<file path="src/rtl/micro_pkg.sv">
// Shared definitions for the microprogrammed sequencer: microinstruction layout,
// next-address encodings, immediate-format selects and strobe bit positions.
package micro_pkg;

    localparam int UW_DEF = 24;
    localparam int AW_DEF = 6;
    localparam int CS_DEPTH = 1 << AW_DEF;

    localparam int IMM_HI = 23;
    localparam int IMM_LO = 22;
    localparam int STB_HI = 21;
    localparam int STB_LO = 14;
    localparam int ALU_HI = 13;
    localparam int ALU_LO = 10;
    localparam int UBR_HI = 9;
    localparam int UBR_LO = 7;
    localparam int TGT_HI = 6;
    localparam int TGT_LO = 1;

    localparam logic [1:0] IMM_I = 2'b00;
    localparam logic [1:0] IMM_S = 2'b01;
    localparam logic [1:0] IMM_B = 2'b10;
    localparam logic [1:0] IMM_J = 2'b11;

    localparam int STB_LDIR  = 7;
    localparam int STB_LDA   = 6;
    localparam int STB_LDB   = 5;
    localparam int STB_LDMA  = 4;
    localparam int STB_ENIMM = 3;
    localparam int STB_ENALU = 2;
    localparam int STB_ENMEM = 1;
    localparam int STB_MEMWR = 0;

    typedef enum logic [2:0] {
        UBR_NEXT     = 3'd0,
        UBR_SPIN     = 3'd1,
        UBR_DISPATCH = 3'd2,
        UBR_FETCH    = 3'd3,
        UBR_BZ       = 3'd4,
        UBR_BNZ      = 3'd5,
        UBR_JUMP     = 3'd6,
        UBR_HALT     = 3'd7
    } ubr_e;

    typedef struct packed {
        logic [1:0] immSel;
        logic [7:0] strobes;
        logic [3:0] aluOp;
        ubr_e       ubr;
        logic [5:0] target;
        logic       rsvd;
    } uinst_t;

endpackage

</file>
<file path="src/rtl/micro_sequencer_if.sv">
// Control-store load port, condition inputs and decoded control outputs of the sequencer.
interface micro_sequencer_if #(
    parameter int UW = micro_pkg::UW_DEF,
    parameter int AW = micro_pkg::AW_DEF
);
    import micro_pkg::*;

    logic          ucode_we;
    logic [AW-1:0] ucode_addr;
    logic [UW-1:0] ucode_wdata;
    logic          start;
    logic [6:0]    opcode;
    logic          zero;
    logic          mem_busy;
    logic [1:0]    ImmSel;
    logic [7:0]    strobes;
    logic [3:0]    ALUOp;
    logic          running;
    logic          done;

    modport master (
        output ucode_we, ucode_addr, ucode_wdata, start, opcode, zero, mem_busy,
        input  ImmSel, strobes, ALUOp, running, done
    );

    modport slave (
        input  ucode_we, ucode_addr, ucode_wdata, start, opcode, zero, mem_busy,
        output ImmSel, strobes, ALUOp, running, done
    );

endinterface

</file>
<file path="src/rtl/micro_sequencer_ucode_store.sv">
// Writable control store: synchronous write, combinational read, deliberately never reset
// so a loaded microprogram survives rst_n.
module ucode_store
    import micro_pkg::*;
#(
    parameter int UW = UW_DEF,
    parameter int AW = AW_DEF
) (
    input  logic          clk,
    input  logic          we_i,
    input  logic [AW-1:0] waddr_i,
    input  logic [UW-1:0] wdata_i,
    input  logic [AW-1:0] raddr_i,
    output logic [UW-1:0] rdata_o
);

    logic [UW-1:0] mem_q [1 << AW];

    always_ff @(posedge clk) begin
        if (we_i) begin
            mem_q[waddr_i] <= wdata_i;
        end
    end

    assign rdata_o = mem_q[raddr_i];

endmodule

</file>
<file path="src/rtl/micro_sequencer.sv">
// Microprogrammed control unit: steps a uPC through the control store and drives the
// current microinstruction's control fields onto the datapath while running.
module micro_sequencer
    import micro_pkg::*;
#(
    parameter int UW = UW_DEF,
    parameter int AW = AW_DEF
) (
    input  logic              clk,
    input  logic              rst_n,
    micro_sequencer_if.slave  bus
);

    localparam logic [0:0] ST_IDLE = 1'b0;
    localparam logic [0:0] ST_RUN  = 1'b1;

    logic [0:0]    state_q, state_d;
    logic [AW-1:0] upc_q, upc_d;
    logic          done_q, done_d;
    logic [AW-1:0] upcInc;
    logic [UW-1:0] csRdata;
    logic          storeWe;
    logic          isRun;
    uinst_t        word;
    logic          unusedRsvd;

    // The store only accepts loads while idle so a running program cannot be corrupted.
    assign storeWe = bus.ucode_we && (state_q == ST_IDLE);

    ucode_store #(.UW(UW), .AW(AW)) u_store (
        .clk     (clk),
        .we_i    (storeWe),
        .waddr_i (bus.ucode_addr),
        .wdata_i (bus.ucode_wdata),
        .raddr_i (upc_q),
        .rdata_o (csRdata)
    );

    assign word       = csRdata;
    assign unusedRsvd = word.rsvd;
    assign upcInc     = upc_q + AW'(1);
    assign isRun      = (state_q == ST_RUN);

    always_comb begin
        state_d = state_q;
        upc_d   = upc_q;
        done_d  = 1'b0;
        if (!isRun) begin
            if (bus.start) begin
                state_d = ST_RUN;
                upc_d   = '0;
            end
        end else begin
            case (word.ubr)
                UBR_NEXT:     upc_d = upcInc;
                UBR_SPIN:     upc_d = bus.mem_busy ? upc_q : upcInc;
                UBR_DISPATCH: upc_d = AW'({1'b1, bus.opcode[6:2]});
                UBR_FETCH:    upc_d = '0;
                UBR_BZ:       upc_d = bus.zero ? AW'(word.target) : upcInc;
                UBR_BNZ:      upc_d = bus.zero ? upcInc : AW'(word.target);
                UBR_JUMP:     upc_d = AW'(word.target);
                UBR_HALT: begin
                    state_d = ST_IDLE;
                    upc_d   = '0;
                    done_d  = 1'b1;
                end
            endcase
        end
    end

    always_ff @(posedge clk or negedge rst_n) begin
        if (!rst_n) begin
            state_q <= ST_IDLE;
            upc_q   <= '0;
            done_q  <= 1'b0;
        end else begin
            state_q <= state_d;
            upc_q   <= upc_d;
            done_q  <= done_d;
        end
    end

    // Outputs are gated by state so an asynchronous reset silences the datapath at once.
    assign bus.ImmSel  = isRun ? word.immSel  : 2'b00;
    assign bus.strobes = isRun ? word.strobes : 8'h00;
    assign bus.ALUOp   = isRun ? word.aluOp   : 4'h0;
    assign bus.running = isRun;
    assign bus.done    = done_q;

endmodule
</file>
<file path="src/flat_wrapper.sv">
// flat-port wrapper written by rule: the top's interface ports become plain ports
module micro_sequencer_flat import micro_pkg::*;
#(
    parameter int UW = UW_DEF,
    parameter int AW = AW_DEF
)
  (clk, rst_n, bus_ucode_we, bus_ucode_addr, bus_ucode_wdata, bus_start, bus_opcode, bus_zero, bus_mem_busy, bus_ImmSel, bus_strobes, bus_ALUOp, bus_running, bus_done);
  micro_sequencer_if #(.UW(UW), .AW(AW)) bus_i ();
  input  logic clk;
  input  logic rst_n;
  input wire logic [$bits(bus_i.ucode_we)-1:0] bus_ucode_we;
  input wire logic [$bits(bus_i.ucode_addr)-1:0] bus_ucode_addr;
  input wire logic [$bits(bus_i.ucode_wdata)-1:0] bus_ucode_wdata;
  input wire logic [$bits(bus_i.start)-1:0] bus_start;
  input wire logic [$bits(bus_i.opcode)-1:0] bus_opcode;
  input wire logic [$bits(bus_i.zero)-1:0] bus_zero;
  input wire logic [$bits(bus_i.mem_busy)-1:0] bus_mem_busy;
  output wire logic [$bits(bus_i.ImmSel)-1:0] bus_ImmSel;
  output wire logic [$bits(bus_i.strobes)-1:0] bus_strobes;
  output wire logic [$bits(bus_i.ALUOp)-1:0] bus_ALUOp;
  output wire logic [$bits(bus_i.running)-1:0] bus_running;
  output wire logic [$bits(bus_i.done)-1:0] bus_done;
  assign bus_i.ucode_we = bus_ucode_we;
  assign bus_i.ucode_addr = bus_ucode_addr;
  assign bus_i.ucode_wdata = bus_ucode_wdata;
  assign bus_i.start = bus_start;
  assign bus_i.opcode = bus_opcode;
  assign bus_i.zero = bus_zero;
  assign bus_i.mem_busy = bus_mem_busy;
  assign bus_ImmSel = bus_i.ImmSel;
  assign bus_strobes = bus_i.strobes;
  assign bus_ALUOp = bus_i.ALUOp;
  assign bus_running = bus_i.running;
  assign bus_done = bus_i.done;
  micro_sequencer #(.UW(UW), .AW(AW)) u_core (.clk(clk), .rst_n(rst_n), .bus(bus_i));
endmodule
</file>
<file path="config.mk">
export PLATFORM = sky130hd
export DESIGN_NAME = micro_sequencer_flat
export DESIGN_NICKNAME = d
export VERILOG_FILES = /design/src/rtl/micro_pkg.sv /design/src/rtl/micro_sequencer_if.sv /design/src/rtl/micro_sequencer_ucode_store.sv /design/src/rtl/micro_sequencer.sv /design/src/flat_wrapper.sv
export SDC_FILE = /design/constraint.sdc
export NUM_CORES = 1
export LEC_CHECK = 0
export ABC_AREA = 0
export ABC_CLOCK_PERIOD_IN_PS = 6500
export BUFFER_PORTS_ARGS = -buffer_cell sky130_fd_sc_hd__buf_2
export CORE_MARGIN = 2
export CORE_UTILIZATION = 40
export CTS_CLUSTER_DIAMETER = 60
export DETAILED_ROUTE_END_ITERATION = 12
export MAX_ROUTING_LAYER = met4
export PLACE_DENSITY = 0.53
export SLEW_MARGIN = 15
export SYNTH_ARGS = -nofsm -noshare
export SYNTH_HDL_FRONTEND = slang
export SYNTH_SLANG_ARGS = --single-unit
</file>
<file path="constraint.sdc">
create_clock -name clk -period 6.5 [get_ports clk]
set_input_delay 1.3 -clock clk [delete_from_list [all_inputs] [get_ports clk]]
set_output_delay 1.3 -clock clk [all_outputs]
set_load 0.01 [all_outputs]
</file>
Yosys cells after proc, flatten, opt, wreduce, memory -nomap -nowiden --
Memory sizes are Yosys's and may differ from the RTL's. Cells that the tools add are included.
Storage, ports and cells: memory bits (writable) 1536, memories kept 1, word-level logic and storage cells 35, output and inout bits 16, input port bits 43, bits in registers 8
Cells by class: eq/ne operators 8, bitwise gates (word level) 1, multiplexer cells 16, reduce and logical (&&, ||, !) cells 5, add/sub/neg operators 1
Memories:
- u_core.u_store.mem_q | words 64, width 24, rd ports 1, clocked after memory_dff 0, wr ports 1, line micro_sequencer_ucode_store.sv:17 | logic [UW-1:0] mem_q [1 << AW];
Operators with widths (count):
- $pmux W6 S7 | 1
- $mux W6 | 5
- $eq A3 B3 Y1 const B | 4
- $mux W8 | 1
- $mux W1 | 7
- $add A6 B1 Y6 const B | 1
- $eq A3 B2 Y1 const B | 2
- $mux W4 | 1
- $eq A3 B1 Y1 const B | 1
- $logic_not A3 Y1 | 1
- $ne A3 B3 Y1 const B | 1
- $mux W2 | 1
- $reduce_and A2 Y1 | 1
- $reduce_bool A2 Y1 | 1
- $reduce_or A2 Y1 | 1
- $logic_and A1 B1 Y1 | 1
- $not A1 Y1 | 1

Longest topological paths before layout --
An unclocked memory read counts as a cell.
depth in word-level cells 5, depth in mapped cells 15, mapped depth without buffers 8

By module --
Synthesis repeated with hierarchy kept, for this count alone.
Unflattened totals: cell total of the unflattened synthesis 2689, area, all modules 59647.2 um^2
By module, submodules not included:
- ucode_store | area each 58815.2 um^2, times used 1, cells each 2586, sequential area each 46124.2 um^2
- micro_sequencer | area each 832.0 um^2, times used 1, cells each 103, sequential area each 200.2 um^2

Least setup slack after synthesis --
No wires, ideal clock.
path kind register to output, start reg u_core.upc_q[0], end out bus_ALUOp[0], arrival 2.958 ns, data required time 5.200 ns, cell stages (with the launch flop) 10, path slack 2.242 ns, cell sequence dfrtp_1 -> buf_2 -> buf_6 -> buf_6 -> buf_2 -> buf_2 -> mux4_2 -> mux4_2 -> mux4_2 -> and2_1
Between the ends: word-level cells in the longest chain between the ends 2
RTL lines:
- start: declaration | line micro_sequencer.sv:18 | logic [AW-1:0] upc_q, upc_d;
- start signal: assignment | line micro_sequencer.sv:78 | upc_q <= upc_d;
- $mem_v2 Z64 W24
- $mux W4 | line micro_sequencer.sv:86 | assign bus.ALUOp = isRun ? word.aluOp : 4'h0;
- end: declaration | line flat_wrapper.sv:20 | output wire logic [$bits(bus_i.ALUOp)-1:0] bus_ALUOp;
No other way between the ends.

Final worst setup path --
start reg u_core.upc_q[1], end out bus_strobes[0]
Between the ends: word-level cells in the longest chain between the ends 2
RTL lines:
- $mem_v2 Z64 W24
- $mux W8 | line micro_sequencer.sv:85 | assign bus.strobes = isRun ? word.strobes : 8'h00;
- end: declaration | line flat_wrapper.sv:19 | output wire logic [$bits(bus_i.strobes)-1:0] bus_strobes;
No other way between the ends.

==> results.cfg <==
[critical_path]
cp_max_fo = 66
required_ns = 5.20
r2r_slack_ns = 1.90
timing.rr.start = u_core.upc_q[0]
end_kind = primary output
criticalPathCategory = reg -> out
arrival_ns = 4.12
rr_worst_depth = 11
r2r-end = u_core.upc_q[3]
cp-start-kind = flip-flop

[placement]
pre_cts_ws_ns = 1.86
place_congestion = 0.862
dp_hpwl_um = 78600
place_area_mm2 = 0.0603
port_buffers = 55

[detailed_routing]
avgRoutedWirePerCell_um = 31.3
vias_per_cell = 5.74
wirelength_um = 143000
num_vias = 26400
drt_iter0_markers = 2666
drt_first_pass_iters = 8
drc = 0
ant_nets = 0

[timing]
layout_setup_ws_ns = 1.08
max_slew_margin_pct = 19.3
fin_crit_ns = 5.42
rsz0062_at_grt = false
tightest_slew_ns = 1.21
hold_viol_final = 0
skew_ns = 0.0228
setup_viol = 0
max_clock_freq_mhz = 185
drv_slew = 0
min_period_over_period_pct = 83.3
fin_hold_ws_ns = 0.374
setup_tns_ns = 0

[global_routing]
overflow = 0
grt.total_usage_pct = 20.4
grt_pass1_vias = 27400
grt_pass1_wl_um = 204000
antenna_found_initial = 0
grt_max_degree = 71

[floorplanning]
die_area_mm2 = 0.146
die_h_um = 382
core_area_mm2 = 0.142
placementRows = 138
dieWidth_um = 382
boundaryPins = 59
initial_core_util_pct = 40.3

[job]
maxCapViolations = 0

[clock_tree]
hold_buffers = 0
clockBufferDepth = 3
cts_root_buf = clkbuf_16
clock_sinks = 1480
cts-buffers-inserted = 155
cts_max_level = 4
cts_resized = 0
clk_latency_ns = 0.76
post_cts_buffers = 0
cts.reportedPaths.clkPinSlew_ns = 0.06
cts_tree = done

[logic_synthesis]
syn_nets = 2462
synthSimpleGateAreaFrac_pct = 1.58
ys_seq_area_share_pct = 77.7
synthAdderAreaFrac_pct = 0.0219
synthCells = 2418
synth_seq_cells = 1480
synthXorXnorAreaFrac_pct = 0.0766
synthDistinctLibCells = 62
synthArstFlopShare_pct = 0.541
synth.yosys.warnings = 0
syn_area_mm2 = 0.0572
synth_top_area_share_pct = 77.3
synth_compound_area_share_pct = 1.35
synth_ff_type = edfxtp_1
syn_area_per_cell_um2 = 23.6
synth_edf_count = 1472
synthMuxAreaShare_pct = 18.1
synth_top_cell_by_area = edfxtp_1
synth_area_leaders = edfxtp_1, mux4_2, mux2i_1, nor2_1, clkbuf_1
synth_top_family_by_area = multiplexers

[final_layout]
final_nets = 2623
finalInstanceArea_mm2 = 0.0654
syn_to_final_growth_pct = 14.3
drive_gt1_share_pct = 31.8
antenna_cells = 0

[pwr]
power.total_mw = 27.0
seq_power_share_pct = 39.9
pwr-share-clk_pct = 31.6
sw_frac_of_total_pct = 29.3
p_int_mw = 19.1
p_per_area_mw_per_mm2 = 413
pwr-share-comb_pct = 28.5
p_sw_mw = 7.90
power_leakage_nw = 20.0
peakVddDrop_mv = 0.555

[min_path]
hp-class = in -> async

[status]
status = finished clean
==> critical path: stages (launching register included) <==
cell and delay, ns:
dfrtp_4 0.91, buf_12 0.42, mux4_2 0.38, mux4_2 0.53
mux4_2 0.55, and2_1 0.27, buf_2 0.18
==> logic make-up (layout without fill, tap and decap cells) <==
kind of cell | Yosys count | after routing
flip-flops | 1480 | 1480
multiplexers | 491 | 491
AND/OR/NAND/NOR | 194 | 194
buffers and inverters | 140 | 423
AO/OA/AOI/OAI | 107 | 107
XOR/XNOR | 5 | 5
adder cells (fa/ha/maj) | 1 | 1
==> routing by layer <==
layer | GRT usage, % | part of all wire (%)
met5 | - | 0
met3 | 3.28 | 5.1
met2 | 31.7 | 49
met1 | 28.6 | 44
met4 | 4.91 | 2.0
==> power groups by stage <==
stage	Sequential [mW]	Combinational (mW)	Clock, mW
floorplan	10.8	5.37	0
detailed placement	11.0	7.78	0
global placement	11.0	7.72	0
global route	10.8	8.13	9.07
finish	10.8	7.69	8.52
CTS	10.8	7.81	8.69
==> layout make-up <==
type | count | area (µm²)
clock buffer | 202 | 4240
sequential | 1480 | 44400
tap | 1890 | 2360
fill | 11600 | 76400
timing repair buffer | 134 | 1160
multi-input combinational | 798 | 12500
clock inverter | 77 | 632
inverter | 10 | 42.5
==> per-stage QoR <==
step	utilization, %	instances
after floorplan	-	2418
after global placement	42.5	4304
after detailed placement	42.5	4304
after CTS	46.0	4583
after global routing	46.1	4591
final	46.1	4591
==> state kept, by name (all words and copies together) (netlist names) <==
register,cells
u_core.upc_q,6
u_core.bus.done,1
u_core.u_store.mem_q,1472
u_core.bus.running,1
==> cells in the final DEF (no fill, tap or decap), types with 9 or more instances in the layout <==
| cell type | Yosys | layout |
|---|---|---|
| nor2_1 | 90 | 26 |
| a21oi_1 | 14 | 14 |
| o22ai_1 | 10 | 10 |
| buf_12 | 0 | 20 |
| clkbuf_1 | 57 | 38 |
| a22oi_1 | 11 | 11 |
| nor2_2 | 1 | 13 |
| bufinv_16 | 0 | 9 |
| buf_2 | 41 | 45 |
| clkinv_2 | 0 | 19 |
| nor2_4 | 0 | 52 |
| mux2i_1 | 52 | 52 |
| nand2b_1 | 9 | 9 |
| o21ai_0 | 11 | 11 |
| and2_1 | 15 | 15 |
| nand2_1 | 33 | 33 |
| mux4_2 | 434 | 434 |
| nand3_1 | 12 | 12 |
| clkinv_1 | 0 | 37 |
| buf_4 | 9 | 68 |
| edfxtp_1 | 1472 | 1472 |
| clkbuf_16 | 0 | 163 |
| a221oi_1 | 12 | 12 |
==> worst max path at each step <==
stage / end / start / cells after the start / slack, ns
CTS: bus_strobes[0] / u_core.upc_q[1] / 6 / 1.00
floorplan: bus_ALUOp[0] / u_core.upc_q[0] / 9 / 2.24
global route: bus_strobes[0] / u_core.upc_q[1] / 6 / 0.99
global placement: bus_strobes[0] / u_core.upc_q[1] / 6 / 1.88
finish: bus_strobes[0] / u_core.upc_q[1] / 6 / 1.08
detailed placement: bus_strobes[0] / u_core.upc_q[1] / 6 / 1.86
==> synthesized netlist by cell type, drive strengths merged, types with 2 or more instances <==
| cell type | instances |
|---|---|
| o221ai | 4 |
| a31oi | 3 |
| nand2 | 33 |
| a211oi | 7 |
| nor3b | 2 |
| nor2b | 4 |
| o32ai | 2 |
| edfxtp | 1472 |
| mux4 | 434 |
| nand4 | 2 |
| a221o | 3 |
| nor2 | 91 |
| a221oi | 12 |
| and2 | 15 |
| a311oi | 4 |
| o21ai | 15 |
| mux2i | 52 |
| o211ai | 5 |
| o31ai | 6 |
| and3 | 4 |
| nor4 | 3 |
| or2 | 5 |
| inv | 10 |
| nand3b | 4 |
| nor3 | 6 |
| nand3 | 12 |
| xnor2 | 4 |
| o22ai | 10 |
| clkbuf | 57 |
| nand2b | 9 |
| buf | 73 |
| mux2 | 5 |
| a21oi | 14 |
| dfrtp | 8 |
| a22oi | 11 |
Power figures use the tool's default switching activity.
